## src/rtl/chip8_pkg.sv

```systemverilog
// Shared types and constants for the CHIP-8 display path.
package chip8_pkg;

  typedef enum logic [2:0] {
    ST_IDLE,
    ST_FETCH,
    ST_DRAW0,
    ST_DRAW1,
    ST_DONE,
    ST_CLEAR
  } state_t;

  localparam int SCREEN_W        = 64;
  localparam int SCREEN_H        = 32;
  localparam int MAX_SPRITE_ROWS = 15;

  localparam logic OP_DRAW  = 1'b0;
  localparam logic OP_CLEAR = 1'b1;

endpackage

```

## src/rtl/sprite_fetcher.sv

```systemverilog
// Streams n sprite bytes out of main memory and packs them MSB-first
// into the GPU sprite bus; read data returns one cycle after the strobe.
module sprite_fetcher
  import chip8_pkg::*;
#(
  parameter int ADDR_W   = 12,
  parameter int MAX_ROWS = MAX_SPRITE_ROWS
) (
  input  logic                  clk,
  input  logic                  rst_n,
  input  logic                  i_start,
  input  logic [ADDR_W-1:0]     i_base,
  input  logic [3:0]            i_n,
  output logic                  o_rd_en,
  output logic [ADDR_W-1:0]     o_addr,
  input  logic [7:0]            i_rd_data,
  output logic [8*MAX_ROWS-1:0] o_sprite,
  output logic                  o_fetch_done
);

  localparam int SPR_W = 8 * MAX_ROWS;

  logic              r_rd_en;
  logic [ADDR_W-1:0] r_addr;
  logic [3:0]        r_left;
  logic [3:0]        r_idx;
  logic              r_cap_en;
  logic              r_cap_last;
  logic [3:0]        r_cap_idx;
  logic [SPR_W-1:0]  r_sprite;

  always_ff @(posedge clk or negedge rst_n) begin
    if (!rst_n) begin
      r_rd_en    <= 1'b0;
      r_addr     <= '0;
      r_left     <= '0;
      r_idx      <= '0;
      r_cap_en   <= 1'b0;
      r_cap_last <= 1'b0;
      r_cap_idx  <= '0;
      r_sprite   <= '0;
    end else if (i_start) begin
      // Clearing the whole bus here leaves rows >= n zero for the GPU.
      r_rd_en    <= (i_n != 4'd0);
      r_addr     <= i_base;
      r_left     <= i_n;
      r_idx      <= '0;
      r_cap_en   <= 1'b0;
      r_cap_last <= 1'b0;
      r_sprite   <= '0;
    end else begin
      r_cap_en   <= r_rd_en;
      r_cap_idx  <= r_idx;
      r_cap_last <= r_rd_en && (r_left == 4'd1);
      if (r_rd_en) begin
        r_addr <= r_addr + 1'b1;
        r_left <= r_left - 4'd1;
        r_idx  <= r_idx + 4'd1;
        if (r_left == 4'd1) r_rd_en <= 1'b0;
      end
      if (r_cap_en) begin
        for (int k = 0; k < MAX_ROWS; k++) begin
          if (r_cap_idx == 4'(k)) r_sprite[SPR_W-1-8*k -: 8] <= i_rd_data;
        end
      end
    end
  end

  assign o_rd_en      = r_rd_en;
  assign o_addr       = r_addr;
  assign o_sprite     = r_sprite;
  assign o_fetch_done = r_cap_en && r_cap_last;

endmodule

```

## src/rtl/gpu_draw_ctrl.sv

```systemverilog
// Sequences CLS / DXYN commands from the CPU into GPU clear/draw strobes.
//   state    | meaning
//   IDLE     | ready for a command
//   FETCH    | sprite bytes being read from memory
//   DRAW0    | first gpu_draw cycle (GPU collision check)
//   DRAW1    | second gpu_draw cycle (GPU XOR), gpu_vf sampled
//   DONE     | one-cycle completion pulse
//   CLEAR    | one-cycle gpu_clear strobe
module gpu_draw_ctrl
  import chip8_pkg::*;
#(
  parameter int ADDR_W   = 12,
  parameter int MAX_ROWS = MAX_SPRITE_ROWS
) (
  input  logic                  clk,
  input  logic                  rst_n,
  input  logic                  req_valid,
  output logic                  req_ready,
  input  logic                  req_op,
  input  logic [7:0]            req_x,
  input  logic [7:0]            req_y,
  input  logic [3:0]            req_n,
  input  logic [ADDR_W-1:0]     req_i,
  output logic                  mem_rd_en,
  output logic [ADDR_W-1:0]     mem_addr,
  input  logic [7:0]            mem_rd_data,
  output logic                  gpu_clear,
  output logic                  gpu_draw,
  output logic [7:0]            gpu_row,
  output logic [7:0]            gpu_col,
  output logic [7:0]            gpu_height,
  output logic [8*MAX_ROWS-1:0] gpu_sprite,
  input  logic [7:0]            gpu_vf,
  output logic                  done,
  output logic [7:0]            vf_out
);

  state_t     r_state;
  state_t     w_state_nxt;
  logic       w_accept;
  logic       w_fetch_start;
  logic       w_fetch_done;
  logic [7:0] r_row;
  logic [7:0] r_col;
  logic [7:0] r_height;
  logic [7:0] r_vf;

  assign w_accept      = req_valid && (r_state == ST_IDLE);
  assign w_fetch_start = w_accept && (req_op == OP_DRAW);

  always_ff @(posedge clk or negedge rst_n) begin
    if (!rst_n) r_state <= ST_IDLE;
    else        r_state <= w_state_nxt;
  end

  always_comb begin
    w_state_nxt = r_state;
    case (r_state)
      ST_IDLE: begin
        if (req_valid) begin
          if (req_op == OP_CLEAR)  w_state_nxt = ST_CLEAR;
          else if (req_n == 4'd0)  w_state_nxt = ST_DONE;
          else                     w_state_nxt = ST_FETCH;
        end
      end
      ST_FETCH: if (w_fetch_done) w_state_nxt = ST_DRAW0;
      ST_DRAW0: w_state_nxt = ST_DRAW1;
      ST_DRAW1: w_state_nxt = ST_DONE;
      ST_CLEAR: w_state_nxt = ST_DONE;
      ST_DONE:  w_state_nxt = ST_IDLE;
      default:  w_state_nxt = ST_IDLE;
    endcase
  end

  always_ff @(posedge clk or negedge rst_n) begin
    if (!rst_n) begin
      r_row    <= '0;
      r_col    <= '0;
      r_height <= '0;
      r_vf     <= '0;
    end else begin
      if (w_accept) begin
        r_col    <= req_x & 8'(SCREEN_W - 1);
        r_row    <= req_y & 8'(SCREEN_H - 1);
        r_height <= {4'b0, req_n};
      end
      // An empty sprite cannot collide; a clear leaves VF alone.
      if (w_fetch_start && (req_n == 4'd0)) r_vf <= '0;
      else if (r_state == ST_DRAW1)         r_vf <= gpu_vf;
    end
  end

  sprite_fetcher #(
    .ADDR_W  (ADDR_W),
    .MAX_ROWS(MAX_ROWS)
  ) u_fetch (
    .clk         (clk),
    .rst_n       (rst_n),
    .i_start     (w_fetch_start),
    .i_base      (req_i),
    .i_n         (req_n),
    .o_rd_en     (mem_rd_en),
    .o_addr      (mem_addr),
    .i_rd_data   (mem_rd_data),
    .o_sprite    (gpu_sprite),
    .o_fetch_done(w_fetch_done)
  );

  assign req_ready  = (r_state == ST_IDLE);
  assign gpu_draw   = (r_state == ST_DRAW0) || (r_state == ST_DRAW1);
  assign gpu_clear  = (r_state == ST_CLEAR);
  assign done       = (r_state == ST_DONE);
  assign gpu_row    = r_row;
  assign gpu_col    = r_col;
  assign gpu_height = r_height;
  assign vf_out     = r_vf;

endmodule

```

## config.mk

```make
export PLATFORM = sky130hd
export DESIGN_NAME = gpu_draw_ctrl
export DESIGN_NICKNAME = d
export VERILOG_FILES = /design/src/rtl/chip8_pkg.sv /design/src/rtl/sprite_fetcher.sv /design/src/rtl/gpu_draw_ctrl.sv
export SDC_FILE = /design/constraint.sdc
export NUM_CORES = 1
export LEC_CHECK = 0
export ABC_CLOCK_PERIOD_IN_PS = 2100
export CORE_MARGIN = 2
export CORE_UTILIZATION = 47
export DETAILED_ROUTE_END_ITERATION = 10
export GPL_TIMING_DRIVEN = 0
export PLACE_DENSITY_LB_ADDON = 0.25
export SLEW_MARGIN = 30
export SYNTH_ARGS = -nofsm -noshare
export SYNTH_HDL_FRONTEND = slang
export SYNTH_SLANG_ARGS = --single-unit
```

## constraint.sdc

```tcl
create_clock -name clk -period 2.1 [get_ports clk]
set_input_delay 0.42 -clock clk [delete_from_list [all_inputs] [get_ports clk]]
set_output_delay 0.42 -clock clk [all_outputs]
set_load 0.05 [all_outputs]
```

Yosys cells after proc, flatten, opt, wreduce, memory -nomap -nowiden
Cells that the tools add are included.

word-level totals
  flip-flop bits (word level) = 173
  input bits = 52
  output and inout port bits = 169
  word-level logic and storage cells = 133

cells by class
  add/subtract/negate cells = 3
  equality and inequality tests = 22
  mux-type cells = 35
  bitwise logic cells = 1
  reduce and logical (&&, ||, !) cells = 45

operators by type and width
  kind                     count
  $mux W120                2
  $mux W8                  17
  $reduce_bool A2 Y1       18
  $reduce_and A2 Y1        16
  $eq A4 B4 Y1 const B     7
  $mux W12                 2
  $eq A4 B3 Y1 const B     4
  $mux W4                  4
  $add A12 B1 Y12 const B  1
  $mux W3                  4
  $pmux W3 S4              1
  $eq A4 B1 Y1 const B     2
  $eq A4 B2 Y1 const B     2
  $logic_not A4 Y1         2
  $eq A3 B2 Y1 const B     2
  $eq A3 B3 Y1 const B     2
  $logic_and A1 B1 Y1      5
  $mux W1                  5
  $add A4 B1 Y4 const B    1
  $reduce_bool A4 Y1       1
  $sub A4 B1 Y4 const B    1
  $eq A3 B1 Y1 const B     1
  $logic_not A3 Y1         1
  $ne A2 B1 Y1 const B     1
  other kinds (4)          4

Depth between registers and ports, before layout
Gate-level depths: netlist (run 1).

  depth in word-level cells = 5
  gate-level depth with buffers = 7
  depth with buffers taken out = 5

Modules after synthesis
Synthesis (run 1) repeated with hierarchy kept, for this count alone.

unflattened totals
  cells, all modules = 809
  area total of the unflattened synthesis = 7870.0 um2

by module, submodules not included
  module          times used  cells each  area an instance (um2)  sequential area each (um2)
  sprite_fetcher  1           708         6681.4                  3678.5
  gpu_draw_ctrl   1           101         1188.6                  650.6

Worst setup path after synthesis (run 1)
No wires, ideal clock.

  path kind = register to output
  start = register r_state[0]
  end = output done
  arrival time = 1.907 ns
  required time = 1.680 ns
  setup slack = -0.227 ns
  stages on the path, launching flop included = 4
  buffers on the path = 2
  path through = dfrtp_1 > clkbuf_1 > clkbuf_1 > nor3b_1

on the way
  cells in the longest elaborated chain, start to end = 1

ends and longest elaborated chain
  element                 RTL line              source
  start, declared         gpu_draw_ctrl.sv:38   state_t r_state;
  start signal, assigned  gpu_draw_ctrl.sv:53   else r_state <= w_state_nxt;
  $eq A3 B3 Y1            gpu_draw_ctrl.sv:112  assign done = (r_state == ST_DONE);
  end, declared           gpu_draw_ctrl.sv:34   output logic done,

No other way between the ends.

Final worst setup path (run 1)
  start = register u_fetch.r_sprite[31] (netlist: u_fetch.o_sprite[31])
  end = output gpu_sprite[31]

RTL lines
  element                          RTL line              source
  start, declared                  sprite_fetcher.sv:30  logic [SPR_W-1:0] r_sprite;
  start signal, assigned by index  sprite_fetcher.sv:63  if (r_cap_idx == 4'(k)) r_sprite[SPR_W-1-8*k -: 8] <= i_rd_data;
  end, declared                    gpu_draw_ctrl.sv:32   output logic [8*MAX_ROWS-1:0] gpu_sprite,

No word-level cell between the ends.

==> results of run 1 <==
where the power goes:
group	leakage [nW]	internal [mW]	switching, mW
Combinational	2.39	3.22	6.48
Sequential	2.26	4.64	0.944
Clock	0.264	1.65	1.37
Total	4.92	9.52	8.80
layout by cell type, fill, tap and decap left out, types with 11 or more instances in the layout:
cell	count
mux2i_1	106
nand2_1	66
buf_4	18
dfrtp_1	172
nand3_1	29
o21ai_0	18
mux2_2	15
clkbuf_16	17
nor2_1	116
clkdlybuf4s50_1	188
a21oi_1	28
buf_2	17
xnor2_1	11
clkbuf_1	14
per-stage QoR:
step           setup WS, ns  hold WS, ns
5_1_grt            0.003126       0.4805
6_report            0.04756       0.4666
3_3_place_gp         -6.507       0.4864
2_1_floorplan        0.2490       0.1244
4_1_cts            0.001561       0.4619
3_5_place_dp        -0.3594       0.3279
worst reg2reg max path, cell delays in order (launching register included):
cell	delay, ns
dfrtp_1	0.32
clkbuf_1	0.28
nor2b_1	0.20
nand4_1	0.56
mux2i_1	0.35
nor2_1	0.06
cell families after synthesis:
kind of cell,after synthesis
fa+ha+maj,4
compound gates,47
simple gates,256
flops,173
xor+xnor,17
other cells,1
buf+inv,57
mux,121
per-layer routing:
layer	global-route usage	wire length, µm	vias up
li1	-	-	2713
met1	0.3239	8573	2823
met2	0.3539	9188	160
met3	0.05658	1108	18
met4	0.07906	237	0
met5	0	0	-
final timing paths:
path / cells after the start / to / slack [ns]
max: 1 / gpu_sprite[31] / 0.05
min: 2 / u_fetch.o_sprite[108] / 0.47
max reg2reg: 5 / u_fetch.o_sprite[57] / 0.23
min reg2reg: 2 / u_fetch.r_cap_idx[3] / 0.50
max in group asynchronous: 4 / u_fetch.o_sprite[40] / 0.64
min in group clk: 2 / u_fetch.r_cap_idx[3] / 0.50
what timing repair did:
item | 4_1_cts | 5_1_grt
endpoints found under the setup margin | 79 | 89
hold buffers | 1 | 0
gates resized for setup | 30 | 12
buffers inserted | 0 | 1
pin swaps | 1 | 1
endpoints found under the hold margin | 42 | 0
layout make-up:
cell class / instances / area [µm²] / share of cell area
well taps: 211 / 264.0 / 0.02526
inverters: 3 / 11.26 / 0.001077
clock buffers: 17 / 425.4 / 0.04070
multi-input cells: 454 / 2870 / 0.2746
flip-flops and latches: 173 / 4330 / 0.4143
repair buffers: 210 / 2133 / 0.2041
plain buffers: 50 / 276.5 / 0.02645
clock inverters: 15 / 141.4 / 0.01353
state kept, by name, indices dropped and copies added, names as in the netlist:
register and count:
gpu_col 6, gpu_height 4, gpu_row 5, r_state 3, u_fetch.o_addr 12, u_fetch.o_rd_en 1, u_fetch.o_sprite 120, u_fetch.r_cap_en 1
u_fetch.r_cap_idx 4, u_fetch.r_cap_last 1, u_fetch.r_idx 4, u_fetch.r_left 4, vf_out 8
==> results.py, run 1 <==
metrics = {
    "timing": {
        "tns_ns": 0,
        "final.min_clock_period_ns": 2.052,
        "max_freq_mhz": 487.2,
        "slew_viol_final": 0,
        "clock_skew_ns": 0.008619,
        "max_slew_margin": 0.5288,
        "final_hold_viol_count": 0,
        "finalCritPeriodShare": 0.9774,
        "finalSetupViolCount": 0,
        "worst_pin_slew_ns": 0.7068,
        "rsz0062_at_grt": "false",
    },
    "setup_path": {
        "r2r-start": "u_fetch.r_cap_idx[2]",
        "cp_slowest_cell": "clkdlybuf4s50_1",
        "crit_type": "register to output port",
        "crit_start": "u_fetch.o_sprite[31]",
        "start_kind": "register",
        "max_stage_delay_ns": 0.86,
        "cp.arrival_ns": 1.63,
        "worst-path-buf-inv": 1,
        "endpoint_kind": "output port",
        "crit_chain": "clkdlybuf4s50_1",
        "required_ns": 1.68,
        "crit_fanout": 2,
        "critPathTopFamily": "buffers and inverters",
    },
    "clocking": {
        "ctsHtreeMaxLevel": 4,
        "clock_path_buffers": 2,
        "clk_latency_ns": 0.42,
        "cts_tree": "built",
        "root_buffer": "clkbuf_16",
        "cts_buffers": 17,
        "clk_pin_slew_ns": 0.07,
        "clock-sinks": 173,
    },
    "logic_synthesis": {
        "synthFlopType": "dfrtp_1",
        "async_reset_ff_frac": 1.000,
        "synth_seq_cells": 173,
        "yosys_warnings": 0,
        "syn_inst": 676,
        "netlist.area_leader.share": 0.5817,
        "synth.distinct_cells": 36,
        "yosys.area_share.simple": 0.1540,
        "synth_common_cells": "dfrtp_1, nor2_1, mux2i_1, nand2_1, nand3_1",
        "synth_compound_area_frac": 0.03178,
        "synth_top_family_by_area": "multiplexers",
        "synth.area.top_cells": "dfrtp_1, mux2i_1, nor2_1",
        "synthMuxAreaShare": 0.1653,
        "avgSynthCellArea_um2": 11.01,
        "synth_edf_count": 0,
        "syn-cell-area_um2": 7442,
        "synth_xor_area_frac": 0.02001,
        "synth_adder_area_share": 0.006725,
        "ys_seq_area_frac": 0.5817,
        "synth.most_common_cell": "dfrtp_1",
        "yosysTopAreaCell": "dfrtp_1",
    },
    "job": {
        "cap_violations": 0,
    },
    "placed_design": {
        "place_area_um2": 9868,
        "placedCellCount": 1103,
        "port-buffer-count": 206,
        "dpl.hpwl_mm": 13.50,
        "gp_congestion": 0.7898,
    },
    "floorplan": {
        "die_x_um": 129.8,
        "start_util": 0.4859,
        "die_y_um": 129.8,
        "die_area_um2": 16860,
        "core_area_um2": 15310,
        "rows": 45,
        "pin_count": 221,
    },
    "route": {
        "totalWireLength_mm": 19.11,
        "vias_per_cell": 5.043,
        "drtPass1Iterations": 5,
        "vias": 5714,
        "drtIter0Drc": 454,
        "antenna_left": 0,
        "wire_per_inst_um": 16.86,
        "drcViolationCount": 0,
    },
    "finish": {
        "num_antenna_cells": 0,
        "final_cell_area_um2": 10450,
        "nNetsFinal": 965,
        "area_growth_pct": 40.45,
        "num-fill-cells": 1225,
        "final_cells": 1133,
        "post-route-util": 0.6825,
        "drive_above_1_share": 0.1095,
    },
    "power": {
        "ir_drop_v": 0.0009211,
        "p_per_area_nw_per_um2": 1752,
        "p_leak_nw": 4.918,
        "p_total_mw": 18.31,
    },
    "global_routing": {
        "grt_pass1_vias": 5538,
        "grt_start_max_net_pins": 68,
        "grt_use_total": 0.2305,
        "antenna_found_initial": 0,
        "grt_pass1_wl_mm": 29.81,
        "grt_overflow": 0,
    },
    "min_path": {
        "hold_class": "primary input to async pin",
    },
    "run_status": {
        "outcome": "finished, final reports clean",
    },
}
Power figures use the tool's default switching activity.
==> run 2: changes to the inputs <==
--- a/config.mk
+++ b/config.mk
@@ -8,6 +8,7 @@
 export ABC_CLOCK_PERIOD_IN_PS = 2100
 export CORE_MARGIN = 2
 export CORE_UTILIZATION = 47
+export CTS_CLUSTER_DIAMETER = 120
 export DETAILED_ROUTE_END_ITERATION = 10
 export GPL_TIMING_DRIVEN = 0
 export PLACE_DENSITY_LB_ADDON = 0.25
==> results of run 2 <==
No change in the layout: final DEF, timing and power equal those of run 1.
==> run 3: changes to the inputs <==
--- a/config.mk
+++ b/config.mk
@@ -6,7 +6,7 @@
 export NUM_CORES = 1
 export LEC_CHECK = 0
 export ABC_CLOCK_PERIOD_IN_PS = 2100
-export CORE_MARGIN = 2
+export CORE_MARGIN = 1
 export CORE_UTILIZATION = 47
 export CTS_CLUSTER_DIAMETER = 120
 export DETAILED_ROUTE_END_ITERATION = 10
==> results.py, run 3 (synthesized netlist as in run 1, its figures left out) <==
metrics = {
    "run_status": {
        "outcome": "finished, final reports clean",
    },
    "route": {
        "wire_per_inst_um": 16.59,
        "vias_per_cell": 5.085,
        "vias": 5771,
        "drtIter0Drc": 348,
        "met2_length_mm": 8.980,
        "totalWireLength_mm": 18.82,
        "drtPass1Iterations": 5,
        "top_layer": "met4",
        "m1WireLength_mm": 8.472,
        "dr_wl_met3_mm": 1.117,
        "antenna_left": 0,
        "drcViolationCount": 0,
    },
    "clocking": {
        "clk_latency_ns": 0.43,
        "clock_path_buffers": 2,
        "cts_tree": "built",
        "clk_pin_slew_ns": 0.06,
        "ctsHtreeMaxLevel": 4,
        "cts_buffers": 17,
        "root_buffer": "clkbuf_16",
        "clock-sinks": 173,
    },
    "setup_path": {
        "required_ns": 1.68,
        "crit_end": "mem_addr[7]",
        "worst-path-buf-inv": 1,
        "cp.arrival_ns": 1.64,
        "crit_start": "u_fetch.o_addr[7]",
        "critical_path_depth": 1,
        "endpoint_kind": "output port",
        "crit_type": "register to output port",
        "start_kind": "register",
        "crit_chain": "clkdlybuf4s50_1",
        "cp_slowest_cell": "clkdlybuf4s50_1",
        "worst_r2r_path_depth": 6,
        "critPathTopFamily": "buffers and inverters",
        "crit_fanout": 3,
        "r2r_setup_slack_ns": 0.10,
        "max_stage_delay_ns": 0.82,
        "r2r-start": "u_fetch.r_cap_idx[1]",
        "r2r-end": "u_fetch.o_sprite[100]",
    },
    "finish": {
        "drive_above_1_share": 0.1071,
        "nNetsFinal": 967,
        "num_antenna_cells": 0,
        "final_common_cell": "clkdlybuf4s50_1",
        "post-route-util": 0.6868,
        "final_cell_mix": "clkdlybuf4s50_1, dfrtp_1, nor2_1",
        "largest_reg_flops": 120,
        "final_cell_area_um2": 10520,
        "final_cells": 1135,
        "area_growth_pct": 41.32,
    },
    "floorplan": {
        "die_y_um": 127.8,
        "die_area_um2": 16340,
        "core_area_um2": 15310,
        "pin_count": 221,
        "start_util": 0.4859,
        "die_x_um": 127.8,
        "rows": 45,
    },
    "timing": {
        "slew_viol_final": 0,
        "final_hold_viol_count": 0,
        "max_freq_mhz": 485.1,
        "final.min_clock_period_ns": 2.061,
        "worst_pin_slew_ns": 0.7318,
        "rsz0062_at_grt": "true",
        "finalSetupViolCount": 0,
        "clock_skew_ns": 0.01195,
        "finalCritPeriodShare": 0.9816,
        "tns_ns": 0,
        "max_slew_margin": 0.5122,
    },
    "placed_design": {
        "port-buffer-count": 206,
        "place_area_um2": 9868,
        "dpl.hpwl_mm": 13.25,
        "gp_congestion": 0.7823,
        "placedCellCount": 1103,
    },
    "power": {
        "ir_drop_v": 0.001068,
        "p_total_mw": 18.65,
        "p_per_area_nw_per_um2": 1773,
        "p_leak_nw": 4.931,
    },
    "min_path": {
        "hold_class": "primary input to async pin",
    },
    "global_routing": {
        "grt_pass1_wl_mm": 28.93,
        "grt_overflow": 0,
        "grt_start_max_net_pins": 77,
        "antenna_found_initial": 0,
        "grt_pass1_vias": 5396,
        "grt_use_total": 0.2344,
    },
    "job": {
        "cap_violations": 0,
    },
}
==> run 3: cell types whose count changed in the layout (fill, tap and decap cells not counted) <==
cell,delta
clkbuf_4,-1
dlygate4sd2_1,+1
clkbuf_2,-1
buf_2,+2
clkinvlp_4,-5
inv_8,-1
clkbuf_8,+3
clkdlybuf4s50_1,+2
clkbuf_1,+4
bufinv_16,+3
inv_6,-3
dlymetal6s2s_1,-3
clkinv_2,+1
==> run 3: how the worst min path moves through the flow <==
| stage | start | end | slack [ns] | depth (start not counted) |
|---|---|---|---|---|
| 2_1_floorplan | rst_n | gpu_col[0] | 0.12 | 0 |
| 3_3_place_gp | u_fetch.r_idx[3] | u_fetch.r_cap_idx[3] | 0.48 | 2 |
| 3_5_place_dp | rst_n | u_fetch.o_sprite[36] | 0.34 | 1 |
| 4_1_cts | rst_n | u_fetch.o_sprite[34] | 0.48 | 2 |
| 5_1_grt | rst_n | u_fetch.o_sprite[34] | 0.51 | 2 |
| 6_report | rst_n | u_fetch.o_sprite[36] | 0.48 | 2 |
==> run 3: area by class of cell <==
type | count | area (µm²)
fill | 1202 | 4797
multi-input combinational | 454 | 2870
tap | 211 | 264.0
inverter | 3 | 11.26
timing repair buffer | 210 | 2122
sequential | 173 | 4330
buffer | 52 | 284.0
clock buffer | 22 | 474.2
clock inverter | 10 | 161.4
==> run 3: what timing repair did <==
item,in CTS,in global routing
setup endpoints to repair,80,98
endpoints found under the hold margin,39,0
hold buffers,1,0
pin swaps,0,1
gates cloned,0,0
buffers inserted,0,1
resized for setup,31,9
==> run 3: stage by stage <==
stage               setup WS [ns]  hold slack [ns]
floorplan                  0.2490           0.1244
global placement           -6.510           0.4831
detailed placement        -0.3352           0.3354
CTS                      0.007872           0.4775
global route             -0.03269           0.5118
finish                    0.03864           0.4771
==> run 3: layer usage <==
layer / up-vias / track usage
met4: 0 / 0.06990
met1: 2849 / 0.3232
met2: 187 / 0.3645
li1: 2716 / -
met3: 19 / 0.06260
met5: - / 0
==> run 3: where the power goes <==
part	internal, mW	switching, mW
clock	2.09	1.28
sequential	4.64	0.914
combinational	3.22	6.50
